`src/rtl/cu_pkg.sv`:
```
// Shared constants for the multi-cycle control unit: opcodes, ALUOp codes, state encodings
// and the instruction-retire condition.
package cu_pkg;

    localparam logic [3:0] OP_R    = 4'h0;
    localparam logic [3:0] OP_ADDI = 4'h1;
    localparam logic [3:0] OP_ANDI = 4'h2;
    localparam logic [3:0] OP_ORI  = 4'h3;
    localparam logic [3:0] OP_LW   = 4'h4;
    localparam logic [3:0] OP_SW   = 4'h5;
    localparam logic [3:0] OP_BEQ  = 4'h6;
    localparam logic [3:0] OP_BNE  = 4'h7;
    localparam logic [3:0] OP_J    = 4'h8;

    localparam logic [1:0] ALU_ADD   = 2'b00;
    localparam logic [1:0] ALU_SUB   = 2'b01;
    localparam logic [1:0] ALU_RTYPE = 2'b10;
    localparam logic [1:0] ALU_LOGIC = 2'b11;

    // FETCH must stay 0: the State port reads FETCH while outputs are forced low in reset
    localparam logic [3:0] S_FETCH     = 4'd0;
    localparam logic [3:0] S_DECODE    = 4'd1;
    localparam logic [3:0] S_EXEC_R    = 4'd2;
    localparam logic [3:0] S_EXEC_I    = 4'd3;
    localparam logic [3:0] S_WB_ALU    = 4'd4;
    localparam logic [3:0] S_MEM_ADDR  = 4'd5;
    localparam logic [3:0] S_MEM_READ  = 4'd6;
    localparam logic [3:0] S_MEM_WRITE = 4'd7;
    localparam logic [3:0] S_WB_MEM    = 4'd8;
    localparam logic [3:0] S_BRANCH    = 4'd9;
    localparam logic [3:0] S_JUMP      = 4'd10;

    typedef enum logic [3:0] {
        ST_FETCH     = S_FETCH,
        ST_DECODE    = S_DECODE,
        ST_EXEC_R    = S_EXEC_R,
        ST_EXEC_I    = S_EXEC_I,
        ST_WB_ALU    = S_WB_ALU,
        ST_MEM_ADDR  = S_MEM_ADDR,
        ST_MEM_READ  = S_MEM_READ,
        ST_MEM_WRITE = S_MEM_WRITE,
        ST_WB_MEM    = S_WB_MEM,
        ST_BRANCH    = S_BRANCH,
        ST_JUMP      = S_JUMP
    } state_t;

    function automatic logic is_retire(state_t cur, state_t nxt, logic mem_ready);
        logic from_ok;
        from_ok = (cur == ST_WB_ALU) || (cur == ST_WB_MEM) || (cur == ST_BRANCH) ||
                  (cur == ST_JUMP) || ((cur == ST_MEM_WRITE) && mem_ready);
        return from_ok && (nxt == ST_FETCH);
    endfunction

endpackage

```
`src/rtl/multicycle_control_unit_if.sv`:
```
// Datapath <-> control-unit bundle: opcode/MemReady in, control strobes and debug out.
// RetiredCount exists only when CU_PERF_CNT_EN is defined.
interface multicycle_control_unit_if;
    logic [3:0]  opcode;
    logic        MemReady;
    logic        RegDst;
    logic        Jump;
    logic        Branch;
    logic        BranchNe;
    logic        MemRead;
    logic        MemWrite;
    logic        RegWrite;
    logic        MemToReg;
    logic        ALUSrc;
    logic [1:0]  ALUOp;
    logic        PCWrite;
    logic        IRWrite;
    logic        IllegalOp;
    logic        BusError;
    logic [3:0]  State;
`ifdef CU_PERF_CNT_EN
    logic [15:0] RetiredCount;
`endif

    modport master (
        input  opcode, MemReady,
        output RegDst, Jump, Branch, BranchNe, MemRead, MemWrite, RegWrite, MemToReg,
               ALUSrc, ALUOp, PCWrite, IRWrite, IllegalOp, BusError, State
`ifdef CU_PERF_CNT_EN
        , output RetiredCount
`endif
    );

    modport slave (
        output opcode, MemReady,
        input  RegDst, Jump, Branch, BranchNe, MemRead, MemWrite, RegWrite, MemToReg,
               ALUSrc, ALUOp, PCWrite, IRWrite, IllegalOp, BusError, State
`ifdef CU_PERF_CNT_EN
        , input RetiredCount
`endif
    );
endinterface

```
`src/rtl/cu_mem_timer.sv`:
```
// Memory wait counter: clear on entry to a memory access, count while waiting,
// timeout flags the last allowed wait cycle (count == MEM_TIMEOUT-1).
module cu_mem_timer #(
    parameter int MEM_TIMEOUT = 15
) (
    input  logic clk,
    input  logic rst,
    input  logic clr,
    input  logic en,
    output logic timeout
);
    localparam int TW = $clog2(MEM_TIMEOUT + 1);

    logic [TW-1:0] cnt_q, cnt_d;

    always_comb begin
        cnt_d = cnt_q;
        if (clr) begin
            cnt_d = '0;
        end else if (en) begin
            cnt_d = cnt_q + TW'(1);
        end
    end

    always_ff @(posedge clk) begin
        if (rst) begin
            cnt_q <= '0;
        end else begin
            cnt_q <= cnt_d;
        end
    end

    assign timeout = (cnt_q == TW'(MEM_TIMEOUT - 1));
endmodule

```
`src/rtl/multicycle_control_unit.sv`:
```
// Multi-cycle Moore control unit; 2-5 cycles per instruction plus memory wait cycles,
// stalls on MemReady with timeout abort. Optional retire counter under CU_PERF_CNT_EN.
module multicycle_control_unit
    import cu_pkg::*;
#(
    parameter int MEM_TIMEOUT = 15
) (
    input  logic                        Clock,
    input  logic                        Reset,
    multicycle_control_unit_if.master   cu_if
);
    state_t     state_q, state_d;
    logic [3:0] op_q, op_d;
    logic       tmr_clr, tmr_en, tmr_timeout;
    logic       reg_dst, jump, branch, branch_ne, mem_read, mem_write, reg_write;
    logic       mem_to_reg, alu_src, pc_write, ir_write, illegal_op, bus_error;
    logic [1:0] alu_op;

    cu_mem_timer #(.MEM_TIMEOUT(MEM_TIMEOUT)) u_timer (
        .clk     (Clock),
        .rst     (Reset),
        .clr     (tmr_clr),
        .en      (tmr_en),
        .timeout (tmr_timeout)
    );

    always_comb begin
        state_d    = state_q;
        op_d       = op_q;
        tmr_clr    = 1'b0;
        tmr_en     = 1'b0;
        reg_dst    = 1'b0;
        jump       = 1'b0;
        branch     = 1'b0;
        branch_ne  = 1'b0;
        mem_read   = 1'b0;
        mem_write  = 1'b0;
        reg_write  = 1'b0;
        mem_to_reg = 1'b0;
        alu_src    = 1'b0;
        alu_op     = ALU_ADD;
        pc_write   = 1'b0;
        ir_write   = 1'b0;
        illegal_op = 1'b0;
        bus_error  = 1'b0;
        unique case (state_q)
            ST_FETCH: begin
                ir_write = 1'b1;
                pc_write = 1'b1;
                state_d  = ST_DECODE;
            end
            ST_DECODE: begin
                op_d = cu_if.opcode;
                case (cu_if.opcode)
                    OP_R:                    state_d = ST_EXEC_R;
                    OP_ADDI, OP_ANDI, OP_ORI: state_d = ST_EXEC_I;
                    OP_LW, OP_SW:            state_d = ST_MEM_ADDR;
                    OP_BEQ, OP_BNE:          state_d = ST_BRANCH;
                    OP_J:                    state_d = ST_JUMP;
                    default: begin
                        illegal_op = 1'b1;
                        state_d    = ST_FETCH;
                    end
                endcase
            end
            ST_EXEC_R, ST_EXEC_I, ST_WB_ALU: begin
                // WB_ALU keeps the EXEC operand/ALU selects stable through write-back
                if (op_q == OP_R) begin
                    reg_dst = 1'b1;
                    alu_op  = ALU_RTYPE;
                end else begin
                    alu_src = 1'b1;
                    alu_op  = (op_q == OP_ADDI) ? ALU_ADD : ALU_LOGIC;
                end
                reg_write = (state_q == ST_WB_ALU);
                state_d   = (state_q == ST_WB_ALU) ? ST_FETCH : ST_WB_ALU;
            end
            ST_MEM_ADDR: begin
                alu_src = 1'b1;
                tmr_clr = 1'b1;
                state_d = (op_q == OP_LW) ? ST_MEM_READ : ST_MEM_WRITE;
            end
            ST_MEM_READ, ST_MEM_WRITE: begin
                alu_src   = 1'b1;
                mem_read  = (state_q == ST_MEM_READ);
                mem_write = (state_q == ST_MEM_WRITE);
                if (cu_if.MemReady) begin
                    state_d = (state_q == ST_MEM_READ) ? ST_WB_MEM : ST_FETCH;
                end else begin
                    tmr_en = 1'b1;
                    if (tmr_timeout) begin
                        bus_error = 1'b1;
                        state_d   = ST_FETCH;
                    end
                end
            end
            ST_WB_MEM: begin
                reg_write  = 1'b1;
                mem_to_reg = 1'b1;
                alu_src    = 1'b1;
                state_d    = ST_FETCH;
            end
            ST_BRANCH: begin
                alu_op    = ALU_SUB;
                branch    = (op_q == OP_BEQ);
                branch_ne = (op_q == OP_BNE);
                state_d   = ST_FETCH;
            end
            ST_JUMP: begin
                jump    = 1'b1;
                state_d = ST_FETCH;
            end
            default: state_d = ST_FETCH;
        endcase
    end

    always_ff @(posedge Clock) begin
        if (Reset) begin
            state_q <= ST_FETCH;
            op_q    <= '0;
        end else begin
            state_q <= state_d;
            op_q    <= op_d;
        end
    end

    // Every output is forced low during reset, which also drops an in-flight MemWrite
    always_comb begin
        cu_if.RegDst    = reg_dst    & ~Reset;
        cu_if.Jump      = jump       & ~Reset;
        cu_if.Branch    = branch     & ~Reset;
        cu_if.BranchNe  = branch_ne  & ~Reset;
        cu_if.MemRead   = mem_read   & ~Reset;
        cu_if.MemWrite  = mem_write  & ~Reset;
        cu_if.RegWrite  = reg_write  & ~Reset;
        cu_if.MemToReg  = mem_to_reg & ~Reset;
        cu_if.ALUSrc    = alu_src    & ~Reset;
        cu_if.ALUOp     = Reset ? 2'b00 : alu_op;
        cu_if.PCWrite   = pc_write   & ~Reset;
        cu_if.IRWrite   = ir_write   & ~Reset;
        cu_if.IllegalOp = illegal_op & ~Reset;
        cu_if.BusError  = bus_error  & ~Reset;
        cu_if.State     = Reset ? S_FETCH : state_q;
    end

`ifdef CU_PERF_CNT_EN
    logic [15:0] retired_q, retired_d;

    always_comb begin
        retired_d = retired_q;
        if (is_retire(state_q, state_d, cu_if.MemReady)) begin
            retired_d = retired_q + 16'd1;
        end
    end

    always_ff @(posedge Clock) begin
        if (Reset) begin
            retired_q <= '0;
        end else begin
            retired_q <= retired_d;
        end
    end

    assign cu_if.RetiredCount = Reset ? 16'd0 : retired_q;
`endif

endmodule
```
`src/flat_wrapper.sv`:
```
// flat-port wrapper written by rule: the top's interface ports become plain ports
module multicycle_control_unit_flat import cu_pkg::*;
#(
    parameter int MEM_TIMEOUT = 15
)
  (Clock, Reset, cu_if_opcode, cu_if_MemReady, cu_if_RegDst, cu_if_Jump, cu_if_Branch, cu_if_BranchNe, cu_if_MemRead, cu_if_MemWrite, cu_if_RegWrite, cu_if_MemToReg, cu_if_ALUSrc, cu_if_ALUOp, cu_if_PCWrite, cu_if_IRWrite, cu_if_IllegalOp, cu_if_BusError, cu_if_State);
  multicycle_control_unit_if cu_if_i ();
  input  logic Clock;
  input  logic Reset;
  input wire logic [$bits(cu_if_i.opcode)-1:0] cu_if_opcode;
  input wire logic [$bits(cu_if_i.MemReady)-1:0] cu_if_MemReady;
  output wire logic [$bits(cu_if_i.RegDst)-1:0] cu_if_RegDst;
  output wire logic [$bits(cu_if_i.Jump)-1:0] cu_if_Jump;
  output wire logic [$bits(cu_if_i.Branch)-1:0] cu_if_Branch;
  output wire logic [$bits(cu_if_i.BranchNe)-1:0] cu_if_BranchNe;
  output wire logic [$bits(cu_if_i.MemRead)-1:0] cu_if_MemRead;
  output wire logic [$bits(cu_if_i.MemWrite)-1:0] cu_if_MemWrite;
  output wire logic [$bits(cu_if_i.RegWrite)-1:0] cu_if_RegWrite;
  output wire logic [$bits(cu_if_i.MemToReg)-1:0] cu_if_MemToReg;
  output wire logic [$bits(cu_if_i.ALUSrc)-1:0] cu_if_ALUSrc;
  output wire logic [$bits(cu_if_i.ALUOp)-1:0] cu_if_ALUOp;
  output wire logic [$bits(cu_if_i.PCWrite)-1:0] cu_if_PCWrite;
  output wire logic [$bits(cu_if_i.IRWrite)-1:0] cu_if_IRWrite;
  output wire logic [$bits(cu_if_i.IllegalOp)-1:0] cu_if_IllegalOp;
  output wire logic [$bits(cu_if_i.BusError)-1:0] cu_if_BusError;
  output wire logic [$bits(cu_if_i.State)-1:0] cu_if_State;
  assign cu_if_i.opcode = cu_if_opcode;
  assign cu_if_i.MemReady = cu_if_MemReady;
  assign cu_if_RegDst = cu_if_i.RegDst;
  assign cu_if_Jump = cu_if_i.Jump;
  assign cu_if_Branch = cu_if_i.Branch;
  assign cu_if_BranchNe = cu_if_i.BranchNe;
  assign cu_if_MemRead = cu_if_i.MemRead;
  assign cu_if_MemWrite = cu_if_i.MemWrite;
  assign cu_if_RegWrite = cu_if_i.RegWrite;
  assign cu_if_MemToReg = cu_if_i.MemToReg;
  assign cu_if_ALUSrc = cu_if_i.ALUSrc;
  assign cu_if_ALUOp = cu_if_i.ALUOp;
  assign cu_if_PCWrite = cu_if_i.PCWrite;
  assign cu_if_IRWrite = cu_if_i.IRWrite;
  assign cu_if_IllegalOp = cu_if_i.IllegalOp;
  assign cu_if_BusError = cu_if_i.BusError;
  assign cu_if_State = cu_if_i.State;
  multicycle_control_unit #(.MEM_TIMEOUT(MEM_TIMEOUT)) u_core (.Clock(Clock), .Reset(Reset), .cu_if(cu_if_i));
endmodule
```
`config.mk`:
```
export PLATFORM = sky130hd
export DESIGN_NAME = multicycle_control_unit_flat
export DESIGN_NICKNAME = d
export VERILOG_FILES = /design/src/rtl/cu_pkg.sv /design/src/rtl/multicycle_control_unit_if.sv /design/src/rtl/cu_mem_timer.sv /design/src/rtl/multicycle_control_unit.sv /design/src/flat_wrapper.sv
export SDC_FILE = /design/constraint.sdc
export NUM_CORES = 1
export LEC_CHECK = 0
export CAP_MARGIN = 15
export CORE_ASPECT_RATIO = 0.7
export CORE_UTILIZATION = 43
export CTS_BUF_LIST = sky130_fd_sc_hd__clkbuf_8
export DETAILED_ROUTE_END_ITERATION = 12
export GPL_ROUTABILITY_DRIVEN = 0
export PLACE_DENSITY_LB_ADDON = 0.12
export REMOVE_ABC_BUFFERS = 1
export SLEW_MARGIN = 20
export SYNTH_ARGS = -nofsm -noshare
export SYNTH_HDL_FRONTEND = slang
export SYNTH_SLANG_ARGS = --single-unit
```
`constraint.sdc`:
```
create_clock -name Clock -period 1.28 [get_ports Clock]
set_input_delay 0.256 -clock Clock [delete_from_list [all_inputs] [get_ports Clock]]
set_output_delay 0.256 -clock Clock [all_outputs]
set_load 0.05 [all_outputs]
```
==> results.json, run 1 <==
{
  "outcome": "stopped before the end",
  "stop_stage": "clock tree synthesis",
  "tool.error": "[ERROR DPL-0038] Utilization greater than 100%, impossible to legalize",
  "htreeDepth": 1,
  "cts_setup_buffers": 11,
  "placed_cell_area_sq_um": 1580,
  "synth_flop_cell": "dfxtp_1",
  "port_buffers": 25,
  "ys_warn_count": 0,
  "die_y_um": 38.7,
  "cts_root_buf": "clkbuf_8",
  "ys_types": 37,
  "synth_cells": 105,
  "cts.sinks": 12,
  "dp.cells": 187,
  "cts_buffers": 3,
  "synth-edff-count": 0,
  "cts.repair.resized": 83,
  "yosysSeqAreaShare_pct": 29.0,
  "ys_top_cells_by_area": "dfxtp_1 29%, nor2_1 9.1%, mux2i_1 4.8%, and4bb_2 4.5%, xor2_1 3.2%",
  "num_rows": 12,
  "hold_buffers": 0,
  "postSynthAreaPerCell_sq_um": 7.88,
  "synthesis.area_sq_um": 827,
  "synth.top_cell.area_share_pct": 29.0,
  "pin_count": 26,
  "detailed_place_hpwl_um": 2600,
  "async_flop_share_pct": 0,
  "start_util_pct": 48.7,
  "die_width_um": 54.4,
  "clockBufferDepth": 2,
  "yosysTopAreaCell": "dfxtp_1",
  "ys_ff_latch": 12
}
## cell usage after synthesis, drive strengths merged (2+ instances only)
cell	count
inv	5
dfxtp	12
nand3	3
ha	2
xor2	3
nand2b	2
nor3b	2
a211oi	3
nor4	2
buf	7
nor3	4
or2	2
xnor2	2
nor2b	2
nor2	20
a21oi	5
and4bb	3
nand2	6
nand4b	2
nor4b	2
o21ai	3
mux2i	4
## kinds of logic after synthesis
family | count (synthesis) | share of synthesized area [%]
AOI/OAI and AO/OA | 15 | 11.6
xor gates and xnor gates | 5 | 5.30
adders and majority gates | 2 | 3.03
buffers and inverters | 13 | 7.56
DFF | 12 | 29.0
muxes | 4 | 4.84
and+or+nand+nor | 54 | 38.6
## metrics by stage
stage / setup WS [ns] / hold WS, ns / utilization (%)
after detailed placement: -0.706 / 0.506 / 93.1
after global placement: -0.560 / 0.491 / 93.1
after floorplan: -2.16 / 0.325 / -
==> inputs of run 2 (changes only) <==
--- a/config.mk
+++ b/config.mk
@@ -6,12 +6,11 @@
 export NUM_CORES = 1
 export LEC_CHECK = 0
 export CAP_MARGIN = 15
-export CORE_ASPECT_RATIO = 0.7
-export CORE_UTILIZATION = 43
-export CTS_BUF_LIST = sky130_fd_sc_hd__clkbuf_8
+export CORE_AREA = 2 2 63 65
 export DETAILED_ROUTE_END_ITERATION = 12
+export DIE_AREA = 0 0 65 67
 export GPL_ROUTABILITY_DRIVEN = 0
-export PLACE_DENSITY_LB_ADDON = 0.12
+export PLACE_DENSITY_LB_ADDON = 0.15
 export REMOVE_ABC_BUFFERS = 1
 export SLEW_MARGIN = 20
 export SYNTH_ARGS = -nofsm -noshare
==> constraint.sdc (replaced) <==
create_clock -name Clock -period 1.7 [get_ports Clock]
set_input_delay 0.34 -clock Clock [delete_from_list [all_inputs] [get_ports Clock]]
set_output_delay 0.34 -clock Clock [all_outputs]
set_load 0.05 [all_outputs]
==> results.json, run 2 <==
{
  "grt-busiest-layer": "met2",
  "synthesis.area_sq_um": 827,
  "synth.top_cell.area_share_pct": 29.0,
  "grt_pass1_wl_um": 4210,
  "pin_count": 26,
  "die_width_um": 65,
  "slew_viol_final": 0,
  "ys_warn_count": 0,
  "yosysTopAreaCell": "dfxtp_1",
  "top_regs": "u_core.op_q x4, u_core.state_q x4, u_core.u_timer.cnt_q x4",
  "antenna_found_initial": 0,
  "drc": 0,
  "layout-drive-gt1-share_pct": 59.3,
  "synth_commonest_cells": "20 x nor2_1, 12 x dfxtp_1, 6 x nand2_1",
  "grt_setup_unrepaired": "true",
  "drt_pre_antenna_iters": 2,
  "p_leak_nw": 0.741,
  "met1_usage_pct": 14.5,
  "nNetsFinal": 177,
  "p_per_area_nw_per_um2": 587,
  "post-route-period-util_pct": 107,
  "num_rows": 22,
  "crit_path_end_kind": "primary output",
  "core_area_sq_um": 3610,
  "critPathKind": "flop to primary output",
  "max_stage_delay_ns": 0.36,
  "critPathLaunchType": "flop",
  "dp.cells": 205,
  "min_path_type": "flop to flop",
  "final_cell_mix": "36 x buf_4, 19 x buf_12, 16 x nor2_1",
  "period_needed_ns": 1.82,
  "die-area_sq_um": 4360,
  "detailed_place_hpwl_um": 1960,
  "syn_to_final_growth_pct": 117,
  "post-route-util_pct": 49.9,
  "layout_setup_ws_ns": -0.121,
  "wire_per_inst_um": 11.5,
  "setup_viol": 14,
  "fin_setup_tns_ns": -1.10,
  "n_fill_cell": 332,
  "async_flop_share_pct": 0,
  "yosysSeqAreaShare_pct": 29.0,
  "crit_chain": "buf_4 -> or3_4 -> nor3_2 -> buf_4 -> buf_12",
  "clk_latency_ns": 0.24,
  "antenna_cells": 0,
  "slowest_stage": "dfxtp_4",
  "cts.sinks": 12,
  "first_iter_violations": 11,
  "ys_top_cells_by_area": "dfxtp_1 29%, nor2_1 9.1%, mux2i_1 4.8%, and4bb_2 4.5%, xor2_1 3.2%",
  "grt.total_usage_pct": 12.3,
  "clockBufferDepth": 2,
  "synth-edff-count": 0,
  "hold_viol": 0,
  "die_y_um": 67,
  "cp_max_fo": 5,
  "synth_flop_cell": "dfxtp_1",
  "port_buffers": 25,
  "ys_ff_latch": 12,
  "grt_pass1_vias": 946,
  "max-slew-margin-rel_pct": 82.5,
  "ir_worst_vdd_mv": 0.292,
  "mostFrequentLayoutCell": "buf_4",
  "violations": "setup timing",
  "cts_buffers": 3,
  "vias": 963,
  "gr-total-overflow": 0,
  "drtAntennaViolNets": 0,
  "cts_tree": "built",
  "routed_via_density": 4.48,
  "ys_types": 37,
  "grt_max_degree": 11,
  "hold_buffers": 0,
  "htreeDepth": 1,
  "clkTransAtPathRegs_ns": 0.05,
  "cp_data_required_time_ns": 1.36,
  "postSynthAreaPerCell_sq_um": 7.88,
  "drt_wl_total_um": 2480,
  "drv_cap": 0,
  "cts_root_buf": "clkbuf_8",
  "post_layout_nonfiller_instances": 215,
  "grtUsageMet2_pct": 22.6,
  "synth_cells": 105,
  "worst_pin_slew_ns": 0.262,
  "start_util_pct": 22.9,
  "synth_most_common_cell": "nor2_1",
  "critical_path_arrival_ns": 1.48,
  "use_met3_pct": 0.845,
  "outcome": "finished with violations",
  "fin_worst_skew_ns": 0.00190,
  "fmax_mhz": 549,
  "critPathMostFrequentCell": "buf_4"
}
## run 2: cell counts after synthesis
Identical to the previous run, type by type.
## run 2: repair_timing
action | in CTS | in global routing
setup buffers | 5 | 2
gates resized for setup | 33 | 11
setup endpoints to repair | 17 | 15
pin swaps | 12 | 6
## run 2: worst max-delay path, delay by kind of cell (launching register included)
family / cells / cell delay (ns)
buf+inv: 3 / 0.44
flops: 1 / 0.36
simple gates: 2 / 0.45
## run 2: metal layers
metal,vias to the layer above,wire [um]
met4,0,35
li1,494,-
met2,19,1300
met5,-,0
met1,446,1080
met3,4,64
## run 2: cell type report
cell class / count / area, sq um / share of cell area (%)
timing repair buffer: 66 / 761 / 42.3
tap: 48 / 60.1 / 3.34
multi-input combinational: 80 / 648 / 36.0
sequential: 12 / 255 / 14.2
inverter: 5 / 18.8 / 1.04
clock buffer: 4 / 55.1 / 3.06
## run 2: per-stage QoR
step / total power, mW / cell area [sq um] / setup slack (ns) / hold WS (ns)
detailed placement: 0.677 / 1550 / -0.297 / 0.512
floorplan: 0.479 / 783 / -1.82 / 0.409
global placement: 0.675 / 1550 / -0.280 / 0.496
CTS: 1.03 / 1740 / -0.188 / 0.541
finish: 1.05 / 1800 / -0.121 / 0.533
global route: 1.11 / 1800 / -0.204 / 0.555
## run 2: worst paths after layout
check / startpoint / end / slack [ns] / depth (start not counted)
worst min register to register: u_core.u_timer.cnt_q[3] / u_core.u_timer.cnt_q[3] / 0.53 / 2
worst max register to register: u_core.op_q[1] / u_core.state_q[0] / 0.27 / 4
worst min-delay path: u_core.u_timer.cnt_q[3] / u_core.u_timer.cnt_q[3] / 0.53 / 2
worst max-delay path: u_core.state_q[1] / cu_if_IRWrite / -0.12 / 5
## run 2: power by group
part | internal, mW | switching (mW)
Clock | 0.205 | 0.107
Combinational | 0.229 | 0.198
Sequential | 0.296 | 0.0201
## run 2: cells by family (layout without fill, tap and decap cells)
family	Yosys count	count (layout)	share of synthesized area, %
simple gates	54	54	38.6
fa+ha+maj	2	2	3.03
compound gates	15	15	11.6
xor+xnor	5	5	5.30
mux	4	4	4.84
flops	12	12	29.0
buf+inv	13	75	7.56
Note: power is estimated with default switching activity, not from simulation.
==> inputs of run 3 (changes only) <==
--- a/config.mk
+++ b/config.mk
@@ -6,9 +6,9 @@
 export NUM_CORES = 1
 export LEC_CHECK = 0
 export CAP_MARGIN = 15
-export CORE_AREA = 2 2 63 65
+export CORE_AREA = 8 8 69 71
 export DETAILED_ROUTE_END_ITERATION = 12
-export DIE_AREA = 0 0 65 67
+export DIE_AREA = 0 0 77 79
 export GPL_ROUTABILITY_DRIVEN = 0
 export PLACE_DENSITY_LB_ADDON = 0.15
 export REMOVE_ABC_BUFFERS = 1
==> results.json, run 3 (same netlist as run 2, synthesis figures left out) <==
{
  "post-route-util_pct": 48.5,
  "sw_frac_of_total_pct": 31.6,
  "clkTransAtPathRegs_ns": 0.05,
  "grt_pass1_wl_um": 4900,
  "die-area_sq_um": 6080,
  "cts_tree": "built",
  "critPathKind": "flop to primary output",
  "mostFrequentLayoutCell": "buf_4",
  "num_rows": 23,
  "antenna_found_initial": 0,
  "gr-total-overflow": 0,
  "drv_cap": 0,
  "ir_worst_vdd_mv": 0.468,
  "nNetsFinal": 176,
  "slew_viol_final": 0,
  "final_cell_mix": "31 x buf_4, 19 x buf_12, 15 x nor2_1",
  "wire_per_inst_um": 14.0,
  "fin_setup_tns_ns": -1.28,
  "setup_viol": 12,
  "p_leak_nw": 0.760,
  "crit_path_end_kind": "primary output",
  "die_y_um": 79,
  "crit_chain": "buf_6 -> or3_4 -> nor3_4 -> buf_6 -> buf_12",
  "dp.cells": 204,
  "power_mw": 1.08,
  "grt_pass1_vias": 1018,
  "post_layout_nonfiller_instances": 216,
  "seqPwrFrac_pct": 29.3,
  "period_needed_ns": 1.86,
  "layout_setup_ws_ns": -0.158,
  "drtAntennaViolNets": 0,
  "syn_to_final_growth_pct": 123,
  "first_iter_violations": 21,
  "layout-drive-gt1-share_pct": 62.0,
  "grt_max_degree": 11,
  "core_area_sq_um": 3800,
  "intPower_uw": 738,
  "max-slew-margin-rel_pct": 80.0,
  "post-route-period-util_pct": 109,
  "rrSetupSlack_ns": 0.28,
  "clk_latency_ns": 0.24,
  "critPathMostFrequentCell": "buf_6",
  "port_buffers": 25,
  "min_path_type": "flop to flop",
  "cp_num_buf_inv": 3,
  "drc": 0,
  "vias": 962,
  "clockBufferDepth": 2,
  "htreeDepth": 1,
  "critical_path_arrival_ns": 1.52,
  "top_regs": "u_core.op_q x4, u_core.state_q x4, u_core.u_timer.cnt_q x4",
  "detailed_place_hpwl_um": 2220,
  "power_frac_comb_pct": 42.3,
  "hold_buffers": 0,
  "antenna_cells": 0,
  "regArea_sq_um": 253,
  "cts_buffers": 3,
  "n_fill_cell": 370,
  "grt.total_usage_pct": 9.72,
  "cts.sinks": 12,
  "routed_via_density": 4.45,
  "cp_top_family": "simple AND/OR/NAND/NOR gates",
  "hold_viol": 0,
  "p_per_area_nw_per_um2": 586,
  "fmax_mhz": 538,
  "drt_pre_antenna_iters": 4,
  "slowest_stage": "or3_4",
  "cp_max_fo": 5,
  "pin_count": 26,
  "multi_input_area_sq_um": 684,
  "cts_root_buf": "clkbuf_8",
  "die_width_um": 77,
  "drt_wl_total_um": 3020,
  "fin_worst_skew_ns": 0.000854,
  "critPathLaunchType": "flop",
  "clkPwrFrac_pct": 28.4,
  "worst_pin_slew_ns": 0.299,
  "p_sw_uw": 341,
  "grt_setup_unrepaired": "true",
  "cp_data_required_time_ns": 1.36,
  "max_stage_delay_ns": 0.41,
  "outcome": "finished with violations",
  "start_util_pct": 21.8,
  "violations": "setup timing"
}
[run 3: cell types whose count changed in the layout (fill, tap and decap cells not counted), sizes merged]
cell    delta
clkbuf     -1
[run 3: final cells by class]
cell class / count / share of cell area, %
clock buffer: 4 / 2.99
inverter: 5 / 1.02
timing repair buffer: 65 / 41.7
multi-input combinational: 80 / 37.2
sequential: 12 / 13.7
tap: 50 / 3.40
[run 3: timing repair]
action                     in CTS  in global routing
setup endpoints to repair      18                 15
gates resized for setup        43                 12
setup buffers                   2                  7
pin swaps                       9                  5
[run 3: worst paths after layout]
| check | depth (start not counted) | to | from |
|---|---|---|---|
| worst max-delay path | 5 | cu_if_IRWrite | u_core.state_q[1] |
| worst min-delay path | 2 | u_core.u_timer.cnt_q[1] | u_core.u_timer.cnt_q[1] |
| worst max register to register | 6 | u_core.state_q[0] | u_core.state_q[3] |
| worst min register to register | 2 | u_core.u_timer.cnt_q[1] | u_core.u_timer.cnt_q[1] |
[run 3: layer usage]
layer,up-vias,share of wire [%],track usage [%]
met5,-,0,0
met4,0,1.7,3.40
met3,4,4.6,2.26
met2,27,51,16.7
met1,443,43,11.6
li1,488,-,-
[run 3: power by group through the flow]
stage               Sequential (mW)  Clock [mW]  Combinational [mW]
CTS                           0.315       0.318               0.414
global route                  0.319       0.327               0.483
floorplan                     0.322           0               0.157
global placement              0.317           0               0.361
detailed placement            0.318           0               0.363
finish                        0.316       0.306               0.456
[run 3: metrics by stage]
stage | worst slack, ns | hold WS (ns) | instance area [sq um]
CTS | -0.174 | 0.525 | 1740
global placement | -0.251 | 0.497 | 1530
global route | -0.246 | 0.568 | 1840
floorplan | -1.82 | 0.409 | 783
detailed placement | -0.289 | 0.523 | 1530
finish | -0.158 | 0.521 | 1840
[run 3: worst min-delay path: stages (launching register included)]
cell,delay (ns)
dfxtp_2,0.33
nor2_1,0.10
a211oi_1,0.05
